[src/rtl/pps_count_reader.sv]
// pps_count_reader: SPI master that reads the 1PPS-latched clock count and turns it into a signed frequency error
// Ports: clk_i/rst_ni clock and async active-low reset; ready_i PPS ready from counter (async);
//   miso_i/sck_o/cs_o SPI master (CPOL=1 CPHA=1, MSB first); count_o last count; error_o count-NOMINAL;
//   valid_o one-clk update strobe; pps_lost_o no ready edge within TIMEOUT; overrun_o ready edge during a read;
//   busy_o read in progress.
module pps_count_reader #(
  parameter int NOMINAL   = 10_000_000,
  parameter int HALF      = 4,
  parameter int SETUP_DLY = 4,
  parameter int TIMEOUT   = 12_000_000
) (
  input  logic        clk_i,
  input  logic        rst_ni,
  input  logic        ready_i,
  input  logic        miso_i,
  output logic        sck_o,
  output logic        cs_o,
  output logic [31:0] count_o,
  output logic [31:0] error_o,
  output logic        valid_o,
  output logic        pps_lost_o,
  output logic        overrun_o,
  output logic        busy_o
);
  localparam logic [2:0] IDLE     = 3'd0;
  localparam logic [2:0] SETUP    = 3'd1;
  localparam logic [2:0] CS_LEAD  = 3'd2;
  localparam logic [2:0] SCK_LOW  = 3'd3;
  localparam logic [2:0] SCK_HIGH = 3'd4;
  localparam logic [2:0] CS_LAG   = 3'd5;
  localparam logic [2:0] DONE     = 3'd6;
  localparam int TW = $clog2((HALF > SETUP_DLY ? HALF : SETUP_DLY) + 1);
  localparam int WW = $clog2(TIMEOUT + 1) < 24 ? 24 : $clog2(TIMEOUT + 1);
  logic [2:0]    sync_q;
  logic          e;
  logic [WW-1:0] wd_q, wd_d;
  logic          pps_lost_q, pps_lost_d;
  logic [2:0]    state_q, state_d;
  logic [TW-1:0] tmr_q, tmr_d;
  logic [4:0]    bit_q, bit_d;
  logic [31:0]   shift_q, shift_d, count_q, error_q;
  logic          valid_q, overrun_q, busy_q, sck_q, cs_q;
  logic          tmr_done, load;
  // sync_q[0..1] form the synchronizer, sync_q[2] is the delayed copy for edge detection
  assign e        = sync_q[1] & ~sync_q[2];
  assign tmr_done = tmr_q == '0;
  assign load     = state_q == CS_LAG && tmr_done;
  assign wd_d     = e ? '0 : (wd_q == WW'(TIMEOUT) ? wd_q : wd_q + 1'b1);
  // An edge after a loss only re-arms; the count it latched spans an unknown interval
  assign pps_lost_d = e ? 1'b0 : (pps_lost_q | (wd_q == WW'(TIMEOUT)));
  always_comb begin
    state_d = state_q;
    bit_d   = bit_q;
    shift_d = shift_q;
    tmr_d   = tmr_done ? tmr_q : tmr_q - 1'b1;
    case (state_q)
      IDLE: if (e && !pps_lost_q) begin
        state_d = SETUP;
        tmr_d   = TW'(SETUP_DLY - 1);
      end
      SETUP: if (tmr_done) begin
        state_d = CS_LEAD;
        tmr_d   = TW'(HALF - 1);
      end
      CS_LEAD: if (tmr_done) begin
        state_d = SCK_LOW;
        tmr_d   = TW'(HALF - 1);
        bit_d   = 5'd31;
      end
      // miso is sampled on the clk where sck is driven back high
      SCK_LOW: if (tmr_done) begin
        state_d = SCK_HIGH;
        tmr_d   = TW'(HALF - 1);
        shift_d = {shift_q[30:0], miso_i};
      end
      SCK_HIGH: if (tmr_done) begin
        state_d = bit_q == 5'd0 ? CS_LAG : SCK_LOW;
        tmr_d   = TW'(HALF - 1);
        bit_d   = bit_q - 1'b1;
      end
      CS_LAG: if (tmr_done) state_d = DONE;
      default: state_d = IDLE;
    endcase
  end
  always_ff @(posedge clk_i or negedge rst_ni) begin
    if (!rst_ni) begin
      sync_q     <= '0;
      wd_q       <= '0;
      pps_lost_q <= 1'b1;
      state_q    <= IDLE;
      tmr_q      <= '0;
      bit_q      <= '0;
      shift_q    <= '0;
      count_q    <= '0;
      error_q    <= '0;
      valid_q    <= 1'b0;
      overrun_q  <= 1'b0;
      busy_q     <= 1'b0;
      sck_q      <= 1'b1;
      cs_q       <= 1'b1;
    end else begin
      sync_q     <= {sync_q[1:0], ready_i};
      wd_q       <= wd_d;
      pps_lost_q <= pps_lost_d;
      state_q    <= state_d;
      tmr_q      <= tmr_d;
      bit_q      <= bit_d;
      shift_q    <= shift_d;
      valid_q    <= load;
      overrun_q  <= e && state_q != IDLE;
      busy_q     <= state_d != IDLE;
      sck_q      <= state_d != SCK_LOW;
      cs_q       <= !(state_d inside {CS_LEAD, SCK_LOW, SCK_HIGH, CS_LAG});
      if (load) begin
        count_q <= shift_q;
        error_q <= shift_q - 32'(NOMINAL);
      end
    end
  end
  assign sck_o      = sck_q;
  assign cs_o       = cs_q;
  assign count_o    = count_q;
  assign error_o    = error_q;
  assign valid_o    = valid_q;
  assign pps_lost_o = pps_lost_q;
  assign overrun_o  = overrun_q;
  assign busy_o     = busy_q;
endmodule
[config.mk]
export PLATFORM = sky130hd
export DESIGN_NAME = pps_count_reader
export DESIGN_NICKNAME = d
export VERILOG_FILES = /design/src/rtl/pps_count_reader.sv
export SDC_FILE = /design/constraint.sdc
export NUM_CORES = 1
export LEC_CHECK = 0
export BUFFER_PORTS_ARGS = -buffer_cell sky130_fd_sc_hd__buf_2
export CORE_MARGIN = 10
export CORE_UTILIZATION = 52
export DETAILED_ROUTE_END_ITERATION = 16
export PLACE_DENSITY = 0.78
export SYNTH_ARGS = -nofsm -noshare
export SYNTH_HDL_FRONTEND = slang
export SYNTH_SLANG_ARGS = --single-unit
[constraint.sdc]
create_clock -name clk_i -period 1.9 [get_ports clk_i]
set_input_delay 0.19 -clock clk_i [delete_from_list [all_inputs] [get_ports clk_i]]
set_output_delay 0.19 -clock clk_i [all_outputs]
set_load 0.02 [all_outputs]
* Word level (Yosys, flattened, before mapping)
Cells that the tools add are included.
Word-level totals: bits in registers 140, logic and storage cells 68, input bits 4, output and inout port bits 70
Operators by class: equal/unequal tests 14, bitwise gates (word level) 3, muxes and demuxes 18, reduce and logical (&&, ||, !) cells 15, $add $sub $neg 4
Operators by type and width (count):
- 24-bit two-way mux | 2
- 32-bit by 24-bit subtractor with 32-bit output (second input constant) | 1
- 3-bit two-way mux | 10
- 24-bit by 1-bit adder with 24-bit output (second input constant) | 1
- 24-bit equality test (second input constant) | 1
- 3-bit case mux with 6 select lines | 1
- 3-bit by 2-bit equality test with 1-bit output (second input constant) | 4
- 3-bit equality test (second input constant) | 4
- 5-bit two-way mux | 2
- 5-bit case mux with 2 select lines | 1
- 3-bit logical NOT | 2
- 2-bit != test (second input constant) | 3
- 3-bit case mux with 2 select lines | 1
- 3-bit nonzero test | 2
- 5-bit logical NOT | 1
- 5-bit by 1-bit subtractor with 5-bit output (second input constant) | 1
- 4-bit nonzero test | 1
- 4-bit OR reduction | 1
- 3-bit by 1-bit equality test with 1-bit output (second input constant) | 1
- 1-bit logical AND | 3
- 3-bit by 2-bit != test with 1-bit output (second input constant) | 1
- 3-bit AND reduction | 1
- 3-bit by 1-bit subtractor with 3-bit output (second input constant) | 1
- 1-bit logical NOT | 2
- 6 further kinds | 6

* Longest topological paths before layout
depth after elaboration 8, mapped depth 9, mapped depth without buffers 8

* Least setup slack after synthesis
No wires, ideal clock.
path kind flip-flop to flip-flop, start point register shift_q[7], end point register error_q[25] (netlist: error_o[25]), setup slack 0.086 ns, path buffers 0, data required time 1.778 ns, period minus slack after synthesis 1.814 ns, stages on the path, launching flop included 8, library setup time 0.122 ns, arrival time 1.692 ns, cell sequence dfrtp_1 inv_1 ha_1 and4b_1 o21ai_2 a211oi_1 mux2i_1 nand2_1
Between the ends: longest elaborated chain between the ends 1
RTL lines:
- start: declaration | RTL line 41 | logic [31:0] shift_q, shift_d, count_q, error_q;
- start signal: assignment | RTL line 108 | shift_q <= shift_d;
- 32-bit by 24-bit subtractor with 32-bit output | RTL line 116 | error_q <= shift_q - 32'(NOMINAL);
- end signal: assignment | RTL line 116
- end: declaration | RTL line 41
No other way between the ends. A chain may end at the register's enable or synchronous reset.

* Worst setup path in the final report
start point register wd_q[6], end point register wd_q[1]
Between the ends: longest elaborated chain between the ends 2
RTL lines:
- start: declaration | RTL line 36 | logic [WW-1:0] wd_q, wd_d;
- start signal: assignment | RTL line 103 | wd_q <= wd_d;
- 24-bit equality test | RTL line 48 | assign wd_d = e ? '0 : (wd_q == WW'(TIMEOUT) ? wd_q : wd_q + 1'b1);
- 2-bit != test (no line)
No other way between the ends.

==> results.json <==
{
  "die_w_um": 129,
  "worstSetupPathType": "reg2reg",
  "p_sw_mw": 2.62,
  "switching_share": 0.289,
  "clk_path_buf_depth": 2,
  "worst_pin_slew_ps": 540,
  "ys.warnings.count": 0,
  "synthFlopType": "dfrtp_1",
  "final_antenna_net_count": 0,
  "antenna_found_initial": 0,
  "place.gp.congestion": 0.838,
  "cts_tree": "built",
  "portBuffers": 73,
  "status": "finished clean",
  "clockPowerShare": 0.419,
  "netlist_area_um2": 6200,
  "ff2ff_setup_slack_ps": 50,
  "grt_use_total": 0.183,
  "final_area_um2": 7730,
  "grt_pass1_vias": 4897,
  "grt_max_degree": 55,
  "fin_skew_ps": 6.26,
  "vdd_drop_max_v": 0.000610,
  "fillers": 807,
  "wl_um": 15600,
  "n_antenna_cell": 0,
  "synth.distinct_cells": 64,
  "setup_viol_count_final": 0,
  "clkTransAtPathRegs_ps": 60,
  "die_h_um": 129,
  "vias": 5036,
  "fp.coreArea_um2": 11600,
  "root_buffer": "clkbuf_16",
  "routed_via_density": 5.78,
  "fin_hold_ws_ps": 23.9,
  "grt_pass1_wl_um": 24600,
  "comb_power_share": 0.196,
  "setup.worst_path.end_class": "register",
  "hold_class": "in2reg",
  "power_leakage_nw": 3.94,
  "overflow": 0,
  "cts.sinks": 133,
  "fin_util": 0.669,
  "start_util": 0.536,
  "dieArea_um2": 16700,
  "synth.top_cell.area_share": 0.525,
  "drcViolationCount": 0,
  "io_pins": 74,
  "drive_gt1_frac": 0.294,
  "finalCritPeriodShare": 0.976,
  "drv_cap": 0,
  "critPathMaxFanout": 5,
  "slew_viol_final": 0,
  "h-tree-depth": 4,
  "power_density_nw_per_um2": 1170,
  "synth_enable_flop_cells": 0,
  "syn_avg_cell_area_um2": 10.0,
  "synth.yosys.seq_area_share": 0.538,
  "area_delta_synth_final_pct": 24.8,
  "final_nets": 726,
  "placed_cell_area_um2": 6820,
  "p_seq_frac": 0.385,
  "rsz0062_at_grt": "true",
  "cp_data_required_time_ps": 2200,
  "seqCellArea_um2": 3330,
  "wire_per_inst_um": 17.9,
  "mostFrequentLayoutCells": "nand2_1, dfrtp_1, buf_2",
  "final_common_cell": "nand2_1",
  "drt_iter0_drc": 501,
  "drt_pre_antenna_iters": 5,
  "clock_latency_ps": 420,
  "synth_nets": 631,
  "yosys-top-cells-area": "dfrtp_1, nand2_1, mux2_2",
  "ys_seq_elements": 133,
  "row_count": 39,
  "fin_crit_ps": 1850,
  "synth_top_area_cell": "dfrtp_1",
  "syn_inst": 620,
  "p_int_mw": 6.46,
  "dp_hpwl_um": 9870,
  "cp-start-kind": "register",
  "final_hold_viol_count": 0,
  "multi_input_area_um2": 2720,
  "crit_arrival_ps": 2150,
  "max_slew_margin": 0.640,
  "async_reset_ff_frac": 1.00,
  "timing.fmax_mhz": 539,
  "cts_buffers": 17
}
## routing by layer
layer,wire length [µm],GRT usage,part of all wire
met5,0,0,0
met4,465,0.0849,0.030
met3,1140,0.0591,0.073
met2,7800,0.297,0.50
met1,6210,0.216,0.40
## final cells by class
class	instances	area share
repair inverters	1	0.000971
flip-flops and latches	133	0.431
inverters	19	0.00971
clock inverters	12	0.0290
repair buffers	114	0.0938
well taps	143	0.0231
clock buffers	20	0.0603
multi-input cells	429	0.352
## synthesized netlist by cell type (8+ instances only)
| master | count |
|---|---|
| nand2_1 | 133 |
| inv_1 | 19 |
| nand3_1 | 13 |
| xnor2_1 | 21 |
| o21ai_0 | 37 |
| buf_2 | 12 |
| a21oi_1 | 15 |
| nor3_1 | 16 |
| dfrtp_1 | 130 |
| xor2_1 | 11 |
| buf_4 | 8 |
| clkbuf_1 | 16 |
| nand2b_1 | 9 |
| nor2_1 | 47 |
| mux2_2 | 28 |
## flip-flops by register name (all words and copies together), names as in the netlist
register    count
error_o        25
pps_lost_o      1
state_q         3
sck_o           1
wd_q           24
overrun_o       1
bit_q           5
valid_o         1
shift_q        32
cs_o            1
count_o        32
busy_o          1
tmr_q           3
sync_q          3
## worst paths after layout
kind,start,to,cells past startpoint
setup / recovery,wd_q[6],wd_q[1],5
hold / removal,miso_i,shift_q[0],2
setup reg to reg,wd_q[6],wd_q[1],5
hold reg to reg,sync_q[0],sync_q[1],0
max in group asynchronous,rst_ni,count_o[14],3
min in group asynchronous,rst_ni,wd_q[12],2
## cell families (layout without fill, tap and decap cells)
| kind of cell | Yosys count | after routing | share of synthesized area |
|---|---|---|---|
| and+or+nand+nor | 262 | 262 | 0.195 |
| DFF | 133 | 133 | 0.538 |
| AOI/OAI and AO/OA | 91 | 91 | 0.0985 |
| buffers and inverters | 58 | 166 | 0.0426 |
| muxes | 37 | 37 | 0.0664 |
| xor gates and xnor gates | 32 | 32 | 0.0452 |
| adders and majority gates | 7 | 7 | 0.0141 |
## metrics by stage
stage               power [mW]  cells  setup TNS (ps)  worst slack (ps)
floorplan                 4.56    620               0              86.3
global placement          5.10    827               0              78.5
detailed placement        5.19    827               0              31.4
CTS                       9.03    863               0             0.813
global route              9.46    871            -295             -73.5
finish                    9.08    871               0              45.8
## power groups by stage
stage          clock network, mW  logic, mW  registers [mW]
6_report                    3.80       1.78            3.50
5_1_grt                     3.95       1.97            3.54
4_1_cts                     3.84       1.71            3.48
3_5_place_dp                   0       1.67            3.52
3_3_place_gp                   0       1.60            3.50
2_1_floorplan                  0      0.855            3.71
## worst max-delay path, stage by stage (launching register included)
cell	delay (ps)
dfrtp_1	470
nor4_1	480
nand3_2	160
nor3_4	340
mux2i_1	220
nor2_1	50
## timing repair
action                                 4_1_cts  5_1_grt
gates resized for setup                      4       30
hold buffers                                 2        0
endpoints found under the hold margin       49        0
cloned                                       0        1
setup endpoints to repair                    2       72
pin swaps                                    1        6
buffers inserted                             2        7
Power figures use the tool's default switching activity.
